**config.mk**
```make
export PLATFORM = sky130hd
export DESIGN_NAME = serial_frame_deserializer
export DESIGN_NICKNAME = d
export VERILOG_FILES = /design/src/rtl/serial_frame_pkg.sv /design/src/rtl/serial_sync_detector.sv /design/src/rtl/serial_frame_deserializer.sv
export SDC_FILE = /design/constraint.sdc
export NUM_CORES = 1
export LEC_CHECK = 0
export ABC_AREA = 1
export ABC_CLOCK_PERIOD_IN_PS = 1500
export CAP_MARGIN = 20
export CORE_MARGIN = 2
export CORE_UTILIZATION = 25
export DETAILED_ROUTE_END_ITERATION = 8
export GPL_TIMING_DRIVEN = 1
export PLACE_DENSITY = 0.47
export SYNTH_ARGS = -nofsm -noshare
export SYNTH_HDL_FRONTEND = slang
export SYNTH_SLANG_ARGS = --single-unit
```
**constraint.sdc**
```tcl
create_clock -name clk -period 1.5 [get_ports clk]
set_clock_uncertainty 0.1 [all_clocks]
set_input_delay 0.15 -clock clk [delete_from_list [all_inputs] [get_ports clk]]
set_output_delay 0.15 -clock clk [all_outputs]
set_load 0.01 [all_outputs]
```
**src/rtl/serial_frame_pkg.sv**
```systemverilog
// Shared types and constants for the serial frame deserializer.
// Optional parity support is selected by the SERIAL_FRAME_PARITY_EN macro.
package serial_frame_pkg;

  typedef enum logic [1:0] {
    HUNT    = 2'd0,
    COLLECT = 2'd1,
    PARITY  = 2'd2
  } state_t;

  localparam int DEFAULT_SYNC_WIDTH = 4;
  localparam logic [3:0] DEFAULT_SYNC = 4'b1011;

  // Bit counter must be able to hold 0..width.
  function automatic int cnt_width(input int width);
    return $clog2(width + 1);
  endfunction

endpackage

```
**src/rtl/serial_sync_detector.sv**
```systemverilog
// Sync-pattern hunter: keeps the recent-bit window and a saturating fill count.
// Match is combinational on the last sync bit so the next bit is the first data bit.
module serial_sync_detector
  import serial_frame_pkg::*;
#(
  parameter int SYNC_WIDTH = DEFAULT_SYNC_WIDTH,
  parameter logic [SYNC_WIDTH-1:0] SYNC = DEFAULT_SYNC
) (
  input  logic clk,
  input  logic rst,
  input  logic in,
  input  logic clear,
  output logic match
);

  localparam int FILL_W = $clog2(SYNC_WIDTH);
  localparam logic [FILL_W-1:0] FILL_MAX = FILL_W'(SYNC_WIDTH - 1);

  // Only the oldest SYNC_WIDTH-1 bits need storing; the newest bit is `in`.
  logic [SYNC_WIDTH-2:0] window_r;
  logic [FILL_W-1:0]     fill_r;
  logic [SYNC_WIDTH-1:0] candidate_s;

  assign candidate_s = {window_r, in};
  assign match       = (fill_r == FILL_MAX) && (candidate_s == SYNC);

  // Window shift and saturating fill count, cleared whenever hunting restarts.
  always_ff @(posedge clk or posedge rst) begin
    if (rst) begin
      window_r <= '0;
      fill_r   <= '0;
    end else if (clear) begin
      window_r <= '0;
      fill_r   <= '0;
    end else begin
      window_r <= candidate_s[SYNC_WIDTH-2:0];
      if (fill_r != FILL_MAX) begin
        fill_r <= fill_r + FILL_W'(1);
      end else begin
        fill_r <= fill_r;
      end
    end
  end

endmodule

```
**src/rtl/serial_frame_deserializer.sv**
```systemverilog
// Serial-to-parallel frame deserializer with a one-entry valid/ready output buffer.
// Define SERIAL_FRAME_PARITY_EN to expect an even-parity bit after each data word.
module serial_frame_deserializer
  import serial_frame_pkg::*;
#(
  parameter int WIDTH = 8,
  parameter int SYNC_WIDTH = DEFAULT_SYNC_WIDTH,
  parameter logic [SYNC_WIDTH-1:0] SYNC = DEFAULT_SYNC
) (
  input  logic             clk,
  input  logic             rst,
  input  logic             in,
  output logic [WIDTH-1:0] data_out,
  output logic             out_valid,
  input  logic             out_ready,
  output logic             overflow,
  output logic             parity_err
);

  localparam int CNT_W = cnt_width(WIDTH);
  localparam logic [CNT_W-1:0] LAST_BIT = CNT_W'(WIDTH - 1);

  state_t           state_r;
  state_t           next_state_s;
  logic [CNT_W-1:0] bit_cnt_r;
  logic [WIDTH-1:0] shreg_r;
  logic             match_s;
  logic             clear_s;
  logic             last_bit_s;
  logic             complete_s;
  logic [WIDTH-1:0] done_word_s;
  logic             load_ok_s;

`ifdef SERIAL_FRAME_PARITY_EN
  logic parity_bad_s;

  function automatic logic even_parity(input logic [WIDTH-1:0] word);
    return ^word;
  endfunction
`endif

  // Hold the detector cleared outside HUNT so each frame needs a fresh sync.
  assign clear_s    = (state_r != HUNT) || match_s;
  assign last_bit_s = (bit_cnt_r == LAST_BIT);
  assign load_ok_s  = !out_valid || out_ready;

  serial_sync_detector #(
    .SYNC_WIDTH(SYNC_WIDTH),
    .SYNC      (SYNC)
  ) u_sync (
    .clk  (clk),
    .rst  (rst),
    .in   (in),
    .clear(clear_s),
    .match(match_s)
  );

  // FSM state register.
  always_ff @(posedge clk or posedge rst) begin
    if (rst) begin
      state_r <= HUNT;
    end else begin
      state_r <= next_state_s;
    end
  end

  // FSM next-state logic.
  always_comb begin
    next_state_s = state_r;
    case (state_r)
      HUNT: begin
        if (match_s) begin
          next_state_s = COLLECT;
        end else begin
          next_state_s = HUNT;
        end
      end
      COLLECT: begin
        if (last_bit_s) begin
`ifdef SERIAL_FRAME_PARITY_EN
          next_state_s = PARITY;
`else
          next_state_s = HUNT;
`endif
        end else begin
          next_state_s = COLLECT;
        end
      end
      PARITY:  next_state_s = HUNT;
      default: next_state_s = HUNT;
    endcase
  end

  // FSM outputs: word completion strobe and the word being completed.
  always_comb begin
    complete_s  = 1'b0;
    done_word_s = shreg_r;
`ifdef SERIAL_FRAME_PARITY_EN
    parity_bad_s = 1'b0;
`endif
    case (state_r)
      COLLECT: begin
`ifdef SERIAL_FRAME_PARITY_EN
        complete_s = 1'b0;
`else
        if (last_bit_s) begin
          complete_s  = 1'b1;
          done_word_s = {shreg_r[WIDTH-2:0], in};
        end else begin
          complete_s = 1'b0;
        end
`endif
      end
      PARITY: begin
`ifdef SERIAL_FRAME_PARITY_EN
        complete_s   = 1'b1;
        done_word_s  = shreg_r;
        parity_bad_s = (in != even_parity(shreg_r));
`else
        complete_s = 1'b0;
`endif
      end
      default: complete_s = 1'b0;
    endcase
  end

  // Data shift register and bit counter; the word is held through PARITY.
  always_ff @(posedge clk or posedge rst) begin
    if (rst) begin
      shreg_r   <= '0;
      bit_cnt_r <= '0;
    end else if (state_r == COLLECT) begin
      shreg_r <= {shreg_r[WIDTH-2:0], in};
      if (last_bit_s) begin
        bit_cnt_r <= '0;
      end else begin
        bit_cnt_r <= bit_cnt_r + CNT_W'(1);
      end
    end else begin
      shreg_r   <= shreg_r;
      bit_cnt_r <= '0;
    end
  end

  // Holding buffer: load when empty or draining, otherwise drop and flag overflow.
  always_ff @(posedge clk or posedge rst) begin
    if (rst) begin
      data_out  <= '0;
      out_valid <= 1'b0;
      overflow  <= 1'b0;
    end else if (complete_s) begin
      if (load_ok_s) begin
        data_out  <= done_word_s;
        out_valid <= 1'b1;
      end else begin
        overflow  <= 1'b1;
      end
    end else if (out_valid && out_ready) begin
      out_valid <= 1'b0;
    end else begin
      out_valid <= out_valid;
    end
  end

`ifdef SERIAL_FRAME_PARITY_EN
  // Sticky parity error; the word itself is still delivered.
  always_ff @(posedge clk or posedge rst) begin
    if (rst) begin
      parity_err <= 1'b0;
    end else if (complete_s && parity_bad_s) begin
      parity_err <= 1'b1;
    end else begin
      parity_err <= parity_err;
    end
  end
`else
  assign parity_err = 1'b0;
`endif

endmodule

```
==> out/qor.txt <==
final worst-path setup slack - 0.08122 ns
Initial DRC Count - 62
Max-Cap Viols - 0
Syn Area/Cell - 9.557 µm²
Non-Filler Instances - 187
RSZ-0062 raised after global routing - no
gr usage total - 8.079%
initial antenna violation count - 0
antenna fix cells - 0
Primary FF master, synth - dfrtp_1
I/O pin cnt - 15
sequential element share of the synthesized area - 59.41%
drt wl/cell - 10.38 µm
Gate power share - 25.6%
Yosys reg bits - 27
Port-buffer cells - 13
Reg2Reg Depth - 6
Cells after DPL - 183
critical path's largest stage delay - 0.53 ns
final slew viol count - 0
status - finished clean
final setup violation count - 0
cell area after synthesis - 1137 µm²
H-tree levels - 1
CP endpoint kind - output pin
largest net degree at the start of global routing - 28
drt pass-1 iters - 4
worst min path class - in -> async
Initial Util - 26.12%
Fin Setup TNS - 0 ns
CTS Buffer Depth - 2
Critical Setup Path Class - reg -> out
CP arrival - 1.17 ns
Startpoint Class - flip-flop
LEAKAGE - 0.0006811 µW
Sw Pwr - 657.1 µW
CTS root buf - clkbuf_8
largest delay contributor family on the critical path - buffers and inverters
Clk pwr share - 21.5%
Die W - 71.45 µm
Post CTS Setup Buffer Count - 0
r2r startpoint - bit_cnt_r[0]$_DFF_PP0_
TritonCTS buffer count - 3
crit path max fanout - 2
first-pass GRT wire length - 3243 µm
final WL - 1941 µm
syn_nets - 125
Final Hold Viols - 0
antenna violation net count after detailed routing - 0
Warnings, synthesis - 0
final cycle utilization of the critical path - 94.59%
Via density - 4.267
Fmax - 704.8 MHz
Max VDD drop - 370.0 µV
Final Wtd Congestion - 0.7414
P_int - 1289 µW
register share of total power - 52.9%
share of layout cells above drive strength 1 - 8.148%
Worst EP required - 1.25 ns
aggregate global routing overflow - 0
CTS tree - done
Clk Latency, worst-skew pair - 0.27 ns
# DRC - 0
Max stage delay cell, worst path - clkdlybuf4s50_1
post-DP HPWL - 1411 µm
number of clock sinks - 27
reg2reg end - data_out[5]$_DFFE_PP0P_
total number of vias - 798
Synth Instances - 119
min Tclk post-route - 1.419 ns
number of global-route vias before repair - 741
# rows - 24
hold buffers post-CTS - 0
clock slew at reported path FFs - 0.09 ns
setup slack at placement - 0.1485 ns
asr flop ratio synth - 100.0%
nets - 142
die area - 5105 µm²
chip height - 71.45 µm
Cell Pwr Density - 1419 nW/µm²
unique cell type count in the Yosys netlist - 21
number of flops mapped to enable cells by yosys - 0
Crit path buffers/inverters - 1
Area Growth Syn to Fin - 20.57%
post-cts resize count - 0
Sw Ratio - 33.77%
cell chain of the critical path - clkdlybuf4s50_1
reg2reg setup slack - 0.16 ns
Core Box Area - 4354 µm²
[through the flow]
step	hold slack, ns	instance area, µm²	total power (µW)	utilization (%)
2_1_floorplan	0.1027	1137	1425	-
3_3_place_gp	0.3562	1326	1535	30.46
3_5_place_dp	0.3595	1326	1553	30.46
4_1_cts	0.1550	1371	1968	31.49
5_1_grt	0.2175	1371	2088	31.49
6_report	0.1286	1371	1946	31.49
[layout make-up]
type | instances | area (µm²)
inverter | 10 | 37.54
sequential | 27 | 675.6
fill | 447 | 2983
tap | 52 | 65.06
clock buffer | 4 | 45.04
multi-input combinational | 77 | 387.9
timing repair buffer | 17 | 160.2
[state kept, by name (all words and copies together), names as in the netlist]
| name | cells |
|---|---|
| state_r | 1 |
| u_sync.fill_r | 2 |
| out_valid | 1 |
| data_out | 8 |
| bit_cnt_r | 4 |
| overflow | 1 |
| u_sync.window_r | 3 |
| shreg_r | 7 |
[routing by layer]
| layer | part of all wire, % | GRT usage [%] | vias up |
|---|---|---|---|
| met1 | 50 | 10.00 | 373 |
| li1 | - | - | 408 |
| met3 | 3.3 | 1.547 | 2 |
| met2 | 46 | 12.65 | 15 |
| met4 | 0.82 | 5.660 | 0 |
| met5 | 0 | 0 | - |
[worst max path at each step]
| stage | start | slack (ns) | depth (start not counted) | to |
|---|---|---|---|---|
| after floorplan | bit_cnt_r[0]$_DFF_PP0_ | 0.28 | 6 | data_out[3]$_DFFE_PP0P_ |
| after global placement | bit_cnt_r[0]$_DFF_PP0_ | 0.16 | 6 | data_out[5]$_DFFE_PP0P_ |
| after detailed placement | bit_cnt_r[0]$_DFF_PP0_ | 0.15 | 6 | data_out[5]$_DFFE_PP0P_ |
| after CTS | data_out[0]$_DFFE_PP0P_ | 0.06 | 1 | data_out[0] |
| after global routing | data_out[4]$_DFFE_PP0P_ | 0.02 | 1 | data_out[4] |
| final | data_out[4]$_DFFE_PP0P_ | 0.08 | 1 | data_out[4] |
[power groups by stage]
stage	clock (µW)	sequential, µW	combinational (µW)
floorplan	0	1030	399
global placement	0	1040	498
detailed placement	0	1040	511
CTS	428	1030	511
global route	462	1050	578
finish	419	1030	498
[cell usage after synthesis (2+ instances only)]
master	instances	share of area [%]
ha_1	2	2.2
nand2_1	42	14
nor2_1	8	2.6
buf_2	2	0.88
nand3_1	3	1.3
dfrtp_1	27	59
nand4_1	9	5.0
inv_1	9	3.0
o21ai_0	2	0.88
o21ai_1	3	1.3
buf_4	2	1.3
[cells in the final DEF, fill, tap and decap left out]
cell	count
ha_1	2
o21ai_0	2
clkdlybuf4s50_1	13
mux2i_1	1
dfrtp_1	27
xor2_1	1
clkbuf_1	1
inv_2	1
nand3_1	3
nand2_2	1
nand3_4	1
buf_4	4
clkbuf_8	3
o21ai_1	3
nand2_1	42
inv_1	9
conb_1	1
nand4_1	9
o21bai_1	1
a21oi_1	1
nor2_8	1
nor2_1	8
[cell families after synthesis]
group	after synthesis	share of synthesized area [%]
AO/OA/AOI/OAI	7	3.300
adder cells (fa/ha/maj)	2	2.200
buffers and inverters	15	6.490
XOR/XNOR	1	0.7702
flip-flops	27	59.41
other	1	0.3297
multiplexers	1	0.8801
AND/OR/NAND/NOR	65	26.62
Power figures use the tool's default switching activity.
